$ cat src/rtl/uart_pkg.sv
// Shared types for the UART transmit path.
//   parity_e   : parity mode selection (NONE / ODD / EVEN)
//   tx_state_e : transmit FSM states
//   parity_bit : parity bit for a data byte under a given mode
package uart_pkg;

  typedef enum logic [1:0] {
    NONE = 2'd0,
    ODD  = 2'd1,
    EVEN = 2'd2
  } parity_e;

  typedef enum logic [2:0] {
    IDLE  = 3'd0,
    START = 3'd1,
    DATA  = 3'd2,
    PAR   = 3'd3,
    STOP  = 3'd4
  } tx_state_e;

  // EVEN: XOR of the data bits; ODD: inverted XOR.
  function automatic logic parity_bit(input logic [7:0] data, input parity_e mode);
    return (^data) ^ (mode == ODD);
  endfunction

endpackage

$ cat src/rtl/sync_fifo.sv
// Synchronous FIFO with occupancy count.
//   clk, resetn : clock, synchronous active-low reset
//   push, wdata : write strobe and data (ignored while full)
//   pop         : read strobe (ignored while empty); rdata shows the head entry
//   flush       : empties the FIFO, overriding push/pop in the same cycle
//   full, empty : status from registered state
//   count       : occupancy, 0..DEPTH
// DEPTH must be a power of two (pointers wrap by natural overflow).
module sync_fifo #(
  parameter int unsigned WIDTH = 8,
  parameter int unsigned DEPTH = 16
) (
  input  logic                     clk,
  input  logic                     resetn,
  input  logic                     push,
  input  logic [WIDTH-1:0]         wdata,
  input  logic                     pop,
  input  logic                     flush,
  output logic [WIDTH-1:0]         rdata,
  output logic                     full,
  output logic                     empty,
  output logic [$clog2(DEPTH):0]   count
);

  localparam int unsigned AW = $clog2(DEPTH);

  logic [WIDTH-1:0] mem_q [DEPTH];
  logic [AW-1:0]    wr_ptr_q, rd_ptr_q;
  logic [AW:0]      count_q;
  logic             do_push, do_pop;

  assign full    = (count_q == (AW+1)'(DEPTH));
  assign empty   = (count_q == '0);
  assign count   = count_q;
  assign rdata   = mem_q[rd_ptr_q];
  assign do_push = push && !full;
  assign do_pop  = pop && !empty;

  always_ff @(posedge clk) begin
    if (!resetn || flush) begin
      wr_ptr_q <= '0;
      rd_ptr_q <= '0;
      count_q  <= '0;
    end else begin
      if (do_push) wr_ptr_q <= wr_ptr_q + AW'(1);
      if (do_pop)  rd_ptr_q <= rd_ptr_q + AW'(1);
      unique case ({do_push, do_pop})
        2'b10:   count_q <= count_q + (AW+1)'(1);
        2'b01:   count_q <= count_q - (AW+1)'(1);
        default: count_q <= count_q;
      endcase
    end
  end

  // Storage needs no reset; stale entries are never visible past count.
  always_ff @(posedge clk) begin
    if (do_push) mem_q[wr_ptr_q] <= wdata;
  end

endmodule

$ cat src/rtl/uart_tx_queue.sv
// Queued UART transmitter: byte FIFO in front of an 8-bit serialiser with
// optional parity and one or two stop bits.
//   clk, resetn       : clock, synchronous active-low reset
//   wr_valid, wr_data : byte offer (fire-and-forget; dropped and counted if full)
//   wr_ready          : FIFO not full
//   flush             : discard queued bytes; the frame on the line completes
//   tx                : registered serial output, idle high
//   busy              : frame in progress or FIFO non-empty
//   level             : FIFO occupancy
//   overflow_cnt      : saturating count of dropped bytes
module uart_tx_queue
  import uart_pkg::*;
#(
  parameter int unsigned DEPTH     = 16,
  parameter int unsigned CLK_DIV   = 868,
  parameter parity_e     PARITY    = NONE,
  parameter int unsigned STOP_BITS = 1
) (
  input  logic                   clk,
  input  logic                   resetn,
  input  logic                   wr_valid,
  input  logic [7:0]             wr_data,
  output logic                   wr_ready,
  input  logic                   flush,
  output logic                   tx,
  output logic                   busy,
  output logic [$clog2(DEPTH):0] level,
  output logic [15:0]            overflow_cnt
);

  localparam int unsigned CW = $clog2(CLK_DIV);

  logic       fifo_full, fifo_empty, fifo_pop, fifo_push;
  logic [7:0] fifo_head;

  tx_state_e  state_q, state_d;
  logic [CW-1:0] cnt_q, cnt_d;
  logic [2:0] bit_idx_q, bit_idx_d;
  logic [7:0] shreg_q, shreg_d;
  logic       par_q, par_d;
  logic       stop_q, stop_d;
  logic       tx_q, tx_d;
  logic [15:0] ovf_q;
  logic       can_start;

  // Flush wins over a same-cycle write, so the write is neither queued nor counted.
  assign fifo_push = wr_valid && !fifo_full && !flush;
  assign wr_ready  = !fifo_full;

  sync_fifo #(
    .WIDTH (8),
    .DEPTH (DEPTH)
  ) u_fifo (
    .clk    (clk),
    .resetn (resetn),
    .push   (fifo_push),
    .wdata  (wr_data),
    .pop    (fifo_pop),
    .flush  (flush),
    .rdata  (fifo_head),
    .full   (fifo_full),
    .empty  (fifo_empty),
    .count  (level)
  );

  // A flushing cycle never starts a frame: the head being popped is being discarded.
  assign can_start = !fifo_empty && !flush;

  always_comb begin
    state_d   = state_q;
    cnt_d     = cnt_q;
    bit_idx_d = bit_idx_q;
    shreg_d   = shreg_q;
    par_d     = par_q;
    stop_d    = stop_q;
    tx_d      = tx_q;
    fifo_pop  = 1'b0;

    if (state_q == IDLE) begin
      if (can_start) begin
        fifo_pop = 1'b1;
        state_d  = START;
        cnt_d    = CW'(CLK_DIV - 1);
        shreg_d  = fifo_head;
        par_d    = parity_bit(fifo_head, PARITY);
        tx_d     = 1'b0;
      end
    end else if (cnt_q != '0) begin
      cnt_d = cnt_q - CW'(1);
    end else begin
      // Bit boundary: reload the bit timer and present the next bit.
      cnt_d = CW'(CLK_DIV - 1);
      unique case (state_q)
        START: begin
          state_d   = DATA;
          bit_idx_d = '0;
          tx_d      = shreg_q[0];
          shreg_d   = shreg_q >> 1;
        end
        DATA: begin
          if (bit_idx_q != 3'd7) begin
            bit_idx_d = bit_idx_q + 3'd1;
            tx_d      = shreg_q[0];
            shreg_d   = shreg_q >> 1;
          end else if (PARITY != NONE) begin
            state_d = PAR;
            tx_d    = par_q;
          end else begin
            state_d = STOP;
            stop_d  = 1'b0;
            tx_d    = 1'b1;
          end
        end
        PAR: begin
          state_d = STOP;
          stop_d  = 1'b0;
          tx_d    = 1'b1;
        end
        STOP: begin
          if (STOP_BITS == 2 && !stop_q) begin
            stop_d = 1'b1;
          end else if (can_start) begin
            // Back-to-back frame: no idle bit between stop and next start.
            fifo_pop = 1'b1;
            state_d  = START;
            shreg_d  = fifo_head;
            par_d    = parity_bit(fifo_head, PARITY);
            tx_d     = 1'b0;
          end else begin
            state_d = IDLE;
            tx_d    = 1'b1;
          end
        end
        default: begin
          state_d = IDLE;
          tx_d    = 1'b1;
        end
      endcase
    end
  end

  always_ff @(posedge clk) begin
    if (!resetn) begin
      state_q   <= IDLE;
      cnt_q     <= '0;
      bit_idx_q <= '0;
      shreg_q   <= '0;
      par_q     <= 1'b0;
      stop_q    <= 1'b0;
      tx_q      <= 1'b1;
    end else begin
      state_q   <= state_d;
      cnt_q     <= cnt_d;
      bit_idx_q <= bit_idx_d;
      shreg_q   <= shreg_d;
      par_q     <= par_d;
      stop_q    <= stop_d;
      tx_q      <= tx_d;
    end
  end

  always_ff @(posedge clk) begin
    if (!resetn) begin
      ovf_q <= '0;
    end else if (wr_valid && fifo_full && !flush && ovf_q != 16'hFFFF) begin
      ovf_q <= ovf_q + 16'd1;
    end
  end

  assign tx           = tx_q;
  assign busy         = (state_q != IDLE) || !fifo_empty;
  assign overflow_cnt = ovf_q;

endmodule
$ cat config.mk
export PLATFORM = sky130hd
export DESIGN_NAME = uart_tx_queue
export DESIGN_NICKNAME = d
export VERILOG_FILES = /design/src/rtl/uart_pkg.sv /design/src/rtl/sync_fifo.sv /design/src/rtl/uart_tx_queue.sv
export SDC_FILE = /design/constraint.sdc
export NUM_CORES = 1
export LEC_CHECK = 0
export ABC_AREA = 1
export CORE_MARGIN = 5
export CORE_UTILIZATION = 55
export DETAILED_ROUTE_END_ITERATION = 6
export PLACE_DENSITY = 0.73
export SLEW_MARGIN = 25
export SYNTH_ARGS = -nofsm -noshare
export SYNTH_HDL_FRONTEND = slang
export SYNTH_HIERARCHICAL = 1
export SYNTH_SLANG_ARGS = --single-unit
$ cat constraint.sdc
create_clock -name clk -period 3.3 [get_ports clk]
set_input_delay 0.66 -clock clk [delete_from_list [all_inputs] [get_ports clk]]
set_output_delay 0.66 -clock clk [all_outputs]
set_load 0.02 [all_outputs]
======== Word-level counts from Yosys, hierarchy flattened ========
Memories as Yosys holds them, arrays and structs flattened. A register that Yosys moved wholly into a read port is not among the register bits.
Cells that the tools add are included.
operators by class
  add/subtract/negate cells ............... 7
  eq/ne operators ......................... 14
  mux-type cells .......................... 31
  bitwise gates (word level) .............. 2
  reductions and logical operators ........ 25
operators with widths
  kind                                                                  count
  8-bit two-way mux                                                     4
  10-bit two-way mux                                                    3
  8-bit one-hot mux with 3 select lines                                 1
  16-bit by 1-bit adder with 16-bit output, second input constant       1
  16-bit inequality test, second input constant                         1
  3-bit two-way mux                                                     5
  1-bit two-way mux                                                     12
  3-bit one-hot mux with 4 select lines                                 1
  5-bit one-hot mux with 2 select lines                                 1
  10-bit nonzero test                                                   1
  10-bit by 1-bit subtractor with 10-bit output, second input constant  1
  3-bit inequality test, second input constant                          3
  4-bit by 1-bit adder with 4-bit output, second input constant         2
  1-bit logical AND                                                     8
  4-bit two-way mux                                                     2
  3-bit by 2-bit == test with 1-bit output, second input constant       2
  2-bit inequality test, second input constant                          3
  3-bit one-hot mux with 2 select lines                                 1
  3-bit AND reduction                                                   2
  5-bit by 1-bit adder with 5-bit output, second input constant         1
  5-bit == test, second input constant                                  1
  5-bit zero test                                                       1
  5-bit by 1-bit subtractor with 5-bit output, second input constant    1
  1-bit zero test                                                       4
  other kinds (14)                                                      17
storage, ports and cells
  register bits ........................... 54
  memory bits (writable) .................. 128
  input bits .............................. 12
  output and inout port bits .............. 24
  logic and storage cells ................. 89
  memories ................................ 1
memories
  memory        words  width  rd ports  clocked after memory_dff  write ports  line             RTL
  u_fifo.mem_q  16     8      1         1                         1            sync_fifo.sv:27  logic [WIDTH-1:0] mem_q [DEPTH];

======== Depth between registers and ports, before layout ========
  word-level depth ........................ 10
  depth in mapped cells ................... 20
  gate-level depth less buffers ........... 19

======== By module ========
The synthesis kept the hierarchy.
by module, submodules not included
  module         instances  cells each  area an instance (um^2)  sequential area each (um^2)
  sync_fifo      1          477         6147.1                   4184.0
  uart_tx_queue  1          390         2463.6                   820.8

======== Least setup slack after synthesis ========
Ideal clock, no wire load.
  path type ............................... register to register
  start point ............................. reg u_fifo.count_q[2] (netlist: u_fifo/count[2])
  end point ............................... reg u_fifo.count_q[4] (netlist: u_fifo/count[4])
  setup time .............................. 0.109 ns
  data arrival time ....................... 2.636 ns
  data required time ...................... 3.191 ns
  path slack .............................. 0.555 ns
  stages on the path, launching flop included .. 20
  buffers on the path ..................... 1
  period minus slack after synthesis ...... 2.745 ns
  cells stage by stage .................... dfxtp_1 nor2_2 nand3_2 inv_1 inv_1 nand2_1 buf_2 nor3_1 nand2_4 inv_6 ha_1 xor2_1 ha_1 inv_1 nand2_2 nand2_2 nand3_1 nand3_1 nand2_1 inv_1
between the ends
  cells in the longest elaborated chain, start to end .. 10
  elaborated cells between the ends (all ways) .. 19
  those cells by class .................... 2 x add/sub; 3 x eq/ne; 5 x mux; 9 x reduce/logical
ends and longest elaborated chain
  element                                                                             line                                       RTL
  start: declaration                                                                  sync_fifo.sv:29                            logic [AW:0] count_q;
  start signal: assignment                                                            sync_fifo.sv:48                            2'b10: count_q <= count_q + (AW+1)'(1);
  start signal: assignment                                                            sync_fifo.sv:49                            2'b01: count_q <= count_q - (AW+1)'(1);
  start signal: assignment                                                            sync_fifo.sv:50                            default: count_q <= count_q;
  5-bit zero test *                                                                   sync_fifo.sv:33                            assign empty = (count_q == '0);
  via fifo_empty                                                                      uart_tx_queue.sv:33                        logic fifo_full, fifo_empty, fifo_pop, fifo_push;
  1-bit zero test *                                                                   uart_tx_queue.sv:67                        assign can_start = !fifo_empty && !flush;
  1-bit logical AND *                                                                 uart_tx_queue.sv:67
  1-bit two-way mux *                                                                 uart_tx_queue.sv:80, uart_tx_queue.sv:122
  1-bit two-way mux                                                                   uart_tx_queue.sv:93                        unique case (state_q)
  1-bit two-way mux                                                                   uart_tx_queue.sv:88                        end else if (cnt_q != '0) begin
  1-bit two-way mux *                                                                 uart_tx_queue.sv:79                        if (state_q == IDLE) begin
  via fifo_pop                                                                        uart_tx_queue.sv:33
  1-bit logical AND *                                                                 sync_fifo.sv:37                            assign do_pop = pop && !empty;
  via u_fifo.do_pop                                                                   sync_fifo.sv:30                            logic do_push, do_pop;
  2-bit by 1-bit == test with 1-bit output / 2-bit == test (equally long branches)    sync_fifo.sv:47                            unique case ({do_push, do_pop})
  5-bit one-hot mux with 2 select lines / 2-bit nonzero test (equally long branches)  -
Mark *: on every way through the listed nets, which the timed path passes. The rest lies on a longest branch.
A chain may end at the register's enable or synchronous reset.

======== Worst setup path in the final report ========
  start point ............................. reg cnt_q[0]
  end point ............................... reg u_fifo.count_q[4] (netlist: u_fifo/count[4])
between the ends
  cells in the longest elaborated chain, start to end .. 6
  elaborated cells between the ends (all ways) .. 8
  those cells by class .................... 2 x eq/ne; 3 x mux; 3 x reduce/logical
ends and longest elaborated chain
  element                                                                             line                  RTL
  start: declaration                                                                  uart_tx_queue.sv:37   logic [CW-1:0] cnt_q, cnt_d;
  start signal: assignment                                                            uart_tx_queue.sv:153  cnt_q <= cnt_d;
  10-bit nonzero test *                                                               uart_tx_queue.sv:88
  1-bit two-way mux *                                                                 uart_tx_queue.sv:88
  1-bit two-way mux *                                                                 uart_tx_queue.sv:79
  via fifo_pop                                                                        uart_tx_queue.sv:33
  1-bit logical AND *                                                                 sync_fifo.sv:37
  via u_fifo.do_pop                                                                   sync_fifo.sv:30
  2-bit by 1-bit == test with 1-bit output / 2-bit == test (equally long branches)    sync_fifo.sv:47
  5-bit one-hot mux with 2 select lines / 2-bit nonzero test (equally long branches)  -
Marked as above.

==> results.yml <==
floorplan:
  dieArea_mm2: 0.0183
  ios: 36
  die_w_um: 135
  start_util: 0.564
  die_h_um: 135
  rows: 45
  coreArea_mm2: 0.0153
final_layout:
  nets: 936
  final_common_cell: "nand2_1"
  fin_cells: 1135
  syn_to_final_growth_pct: 13.7
  drive_gt1_frac: 0.0985
  fill_cells: 1196
  final_util: 0.642
  final_cell_mix: "nand2_1 (139), edfxtp_1 (128), inv_1 (100)"
  diodes: 0
timing:
  fin_ws_ns: 0.506
  period_share: 0.847
  worstMarginPinSlew_ns: 0.809
  timing_hold_violations_final: 0
  rsz0062_at_grt: "no"
  maxSlewViolCount: 0
  fin_skew_ns: 0.00760
  setup_violations: 0
  fmax_mhz: 358
  fin_crit_ns: 2.79
  relSlewSlack: 0.460
  fin_setup_tns_ns: 0
worst_setup_path:
  crit_fanout: 8
  reg2reg_depth: 18
  endpoint: "u_fifo/count[4]"
  cp_data_required_time_ns: 3.63
  r2r_end: "u_fifo/count[4]"
  crit_path_start: "cnt_q[0]"
  r2r_start: "cnt_q[0]"
  cp_slowest_stage_delay_ns: 0.31
  end_kind: "flop"
  path_cells: "inv_1 > ha_1 > nand2_2 > nor2_4 > a21oi_1 > nor3_1 > nand2_4 > inv_6 > ha_1 > xor2_1 > ha_1 > inv_1 > nand2_2 > nand2_2 > nand3_1 > nand3_1 > nand2_1 > inv_1"
  worstPathArrival_ns: 3.12
  crit_path_top_delay_cell: "nor3_1"
  startpoint_type: "flop"
  path_class: "flop to flop"
  reg2reg_slack_ns: 0.51
drt:
  routed.top_layer: "met4"
  avgViaCountPerCell: 5.36
  wl_met3_um: 828
  drt-met1-wl_um: 7960
  vias: 6086
  wl_per_cell_um: 15.5
  wirelength_um: 17600
  dr.pass1.iters: 5
  wl_met2_um: 8510
  drc: 0
  drtAntennaViolNets: 0
  drt_iter0_drc: 476
logic_synthesis:
  synthSimpleGateAreaFrac: 0.166
  ys_seq_area_frac: 0.581
  ys_ff_latch: 186
  synth_top_cell_by_area: "edfxtp_1"
  synth_xor_xnor_area_share: 0.0131
  synth_area_mm2: 0.00861
  synth_top_area_share: 0.446
  synth_compound_area_frac: 0.117
  synth_top_family_by_area: "simple AND/OR/NAND/NOR gates"
  syn_inst: 867
  syn-num-nets: 891
  synth_area_leaders: "edfxtp_1 (45%), dfxtp_1 (13%), nand2_1 (6.1%)"
  synth_mux_area_frac: 0.0372
  yosysWarnings: 6
  synthAdderAreaFrac: 0.0174
  synth_cell_type_count: 41
  syn_avg_cell_area_um2: 9.93
power:
  leakage_nw: 3.57
  power-per-cell-area_mw_per_mm2: 628
  p_total_mw: 6.15
  vdd_ir_drop_max_v: 0.000391
min_path:
  hold_class: "flop to flop"
place:
  dp_cells: 1104
  io_buffers: 35
  hpwl_um: 11700
  place_ws_ns: 0.301
  place.gp.congestion: 0.842
grt:
  antenna_found_initial: 0
  grt_usage: 0.202
  grt_remaining_overflow: 0
  grt_pass1_wl_um: 29100
  grt_pass1_vias: 5864
  grt_max_degree: 64
cts:
  cts_hold_buffers: 0
  cts_tree: "built"
  htree_levels: 4
  insertion_delay_ns: 0.42
  cts_root_buf: "clkbuf_16"
  clockBufferDepth: 2
  clk_pin_slew_worst_paths_ns: 0.07
  post_cts_buffers: 0
  cts.sinks: 186
  cts_buffers: 17
  post_cts_resized: 0
run:
  cap_violations: 0
run_status:
  status: "finished clean"
## area by class of cell
cell class	count	area [µm²]	area share
Clock inverter	13	141	0.0144
Timing Repair Buffer	59	531	0.0542
Clock buffer	18	429	0.0438
Sequential cell	186	5010	0.511
Tap cell	211	264	0.0270
Inverter	106	403	0.0411
Multi-Input combinational cell	542	3020	0.308
## how the worst min path moves through the flow
stage | startpoint | endpoint | cells past startpoint | slack [ns]
after floorplan | bit_idx_q[1] | bit_idx_q[1] | 2 | 0.46
after global placement | tx | tx | 2 | 0.46
after detailed placement | tx | tx | 2 | 0.47
after CTS | tx | tx | 2 | 0.49
after global routing | tx | tx | 2 | 0.52
final | tx | tx | 2 | 0.49
## metrics by stage
step                hold WS (ns)  cell area [µm²]
floorplan                  0.459             8610
global placement           0.457             9220
detailed placement         0.472             9220
CTS                        0.489             9790
global route               0.519             9790
finish                     0.489             9790
## per-layer routing
layer  vias up  global-route usage
met1      2874               0.265
met5         -                   0
met4         0              0.0571
met2       139               0.345
li1       3057                   -
met3        16              0.0399
## cells by family (layout without fill, tap and decap cells)
logic type | after synthesis | in the layout
and+or+nand+nor | 313 | 313
DFF | 186 | 186
AOI/OAI and AO/OA | 173 | 173
buffers and inverters | 139 | 196
muxes | 32 | 32
adders and majority gates | 12 | 12
xor gates and xnor gates | 12 | 12
## cells in the mapped netlist
| master | instances |
|---|---|
| o21a_1 | 1 |
| nor2_2 | 4 |
| clkbuf_1 | 13 |
| o211ai_1 | 34 |
| o21bai_1 | 1 |
| a21oi_4 | 1 |
| nand2_4 | 6 |
| o31ai_4 | 1 |
| buf_4 | 3 |
| nand3b_1 | 2 |
| ha_1 | 12 |
| a211oi_1 | 3 |
| buf_2 | 10 |
| a31oi_1 | 2 |
| xnor2_1 | 3 |
| o21bai_2 | 1 |
| mux2i_1 | 32 |
| nor3_1 | 6 |
| xor2_1 | 8 |
| clkinv_1 | 1 |
| nand2_1 | 139 |
| nand2_2 | 9 |
| buf_1 | 2 |
| nor3b_1 | 5 |
| o21ai_0 | 56 |
| nand3_1 | 42 |
| nand4_1 | 9 |
| nand3_2 | 5 |
| a21oi_1 | 66 |
| inv_6 | 1 |
| o21ai_1 | 6 |
| nor2_4 | 4 |
| o31ai_2 | 1 |
| edfxtp_1 | 128 |
| nor2_1 | 80 |
| nor4_1 | 2 |
| xor2_2 | 1 |
| buf_6 | 5 |
| inv_2 | 4 |
| inv_1 | 100 |
| dfxtp_1 | 58 |
## critical path, delay by kind of cell, from the launching register on
kind | cells | cell delay, ns
AO/OA/AOI/OAI | 1 | 0.15
XOR/XNOR | 1 | 0.23
buffers and inverters | 4 | 0.28
flip-flops | 1 | 0.30
adder cells (fa/ha/maj) | 3 | 0.70
AND/OR/NAND/NOR | 9 | 1.01
## registers in the layout, indices dropped and copies added, names as in the netlist, named ones only
register	flops
shreg_q	8
bit_idx_q	3
overflow_cnt	16
u_fifo/count	5
tx	1
u_fifo/wr_ptr_q	4
cnt_q	10
state_q	3
u_fifo/mem_q	128
u_fifo/rd_ptr_q	4
## where the power goes
part / internal [mW] / total, mW / switching, mW
clock: 1.12 / 1.98 / 0.857
sequential: 2.61 / 2.70 / 0.0948
combinational: 0.509 / 1.48 / 0.967
total: 4.23 / 6.15 / 1.92
(Power assumes the default switching activity.)
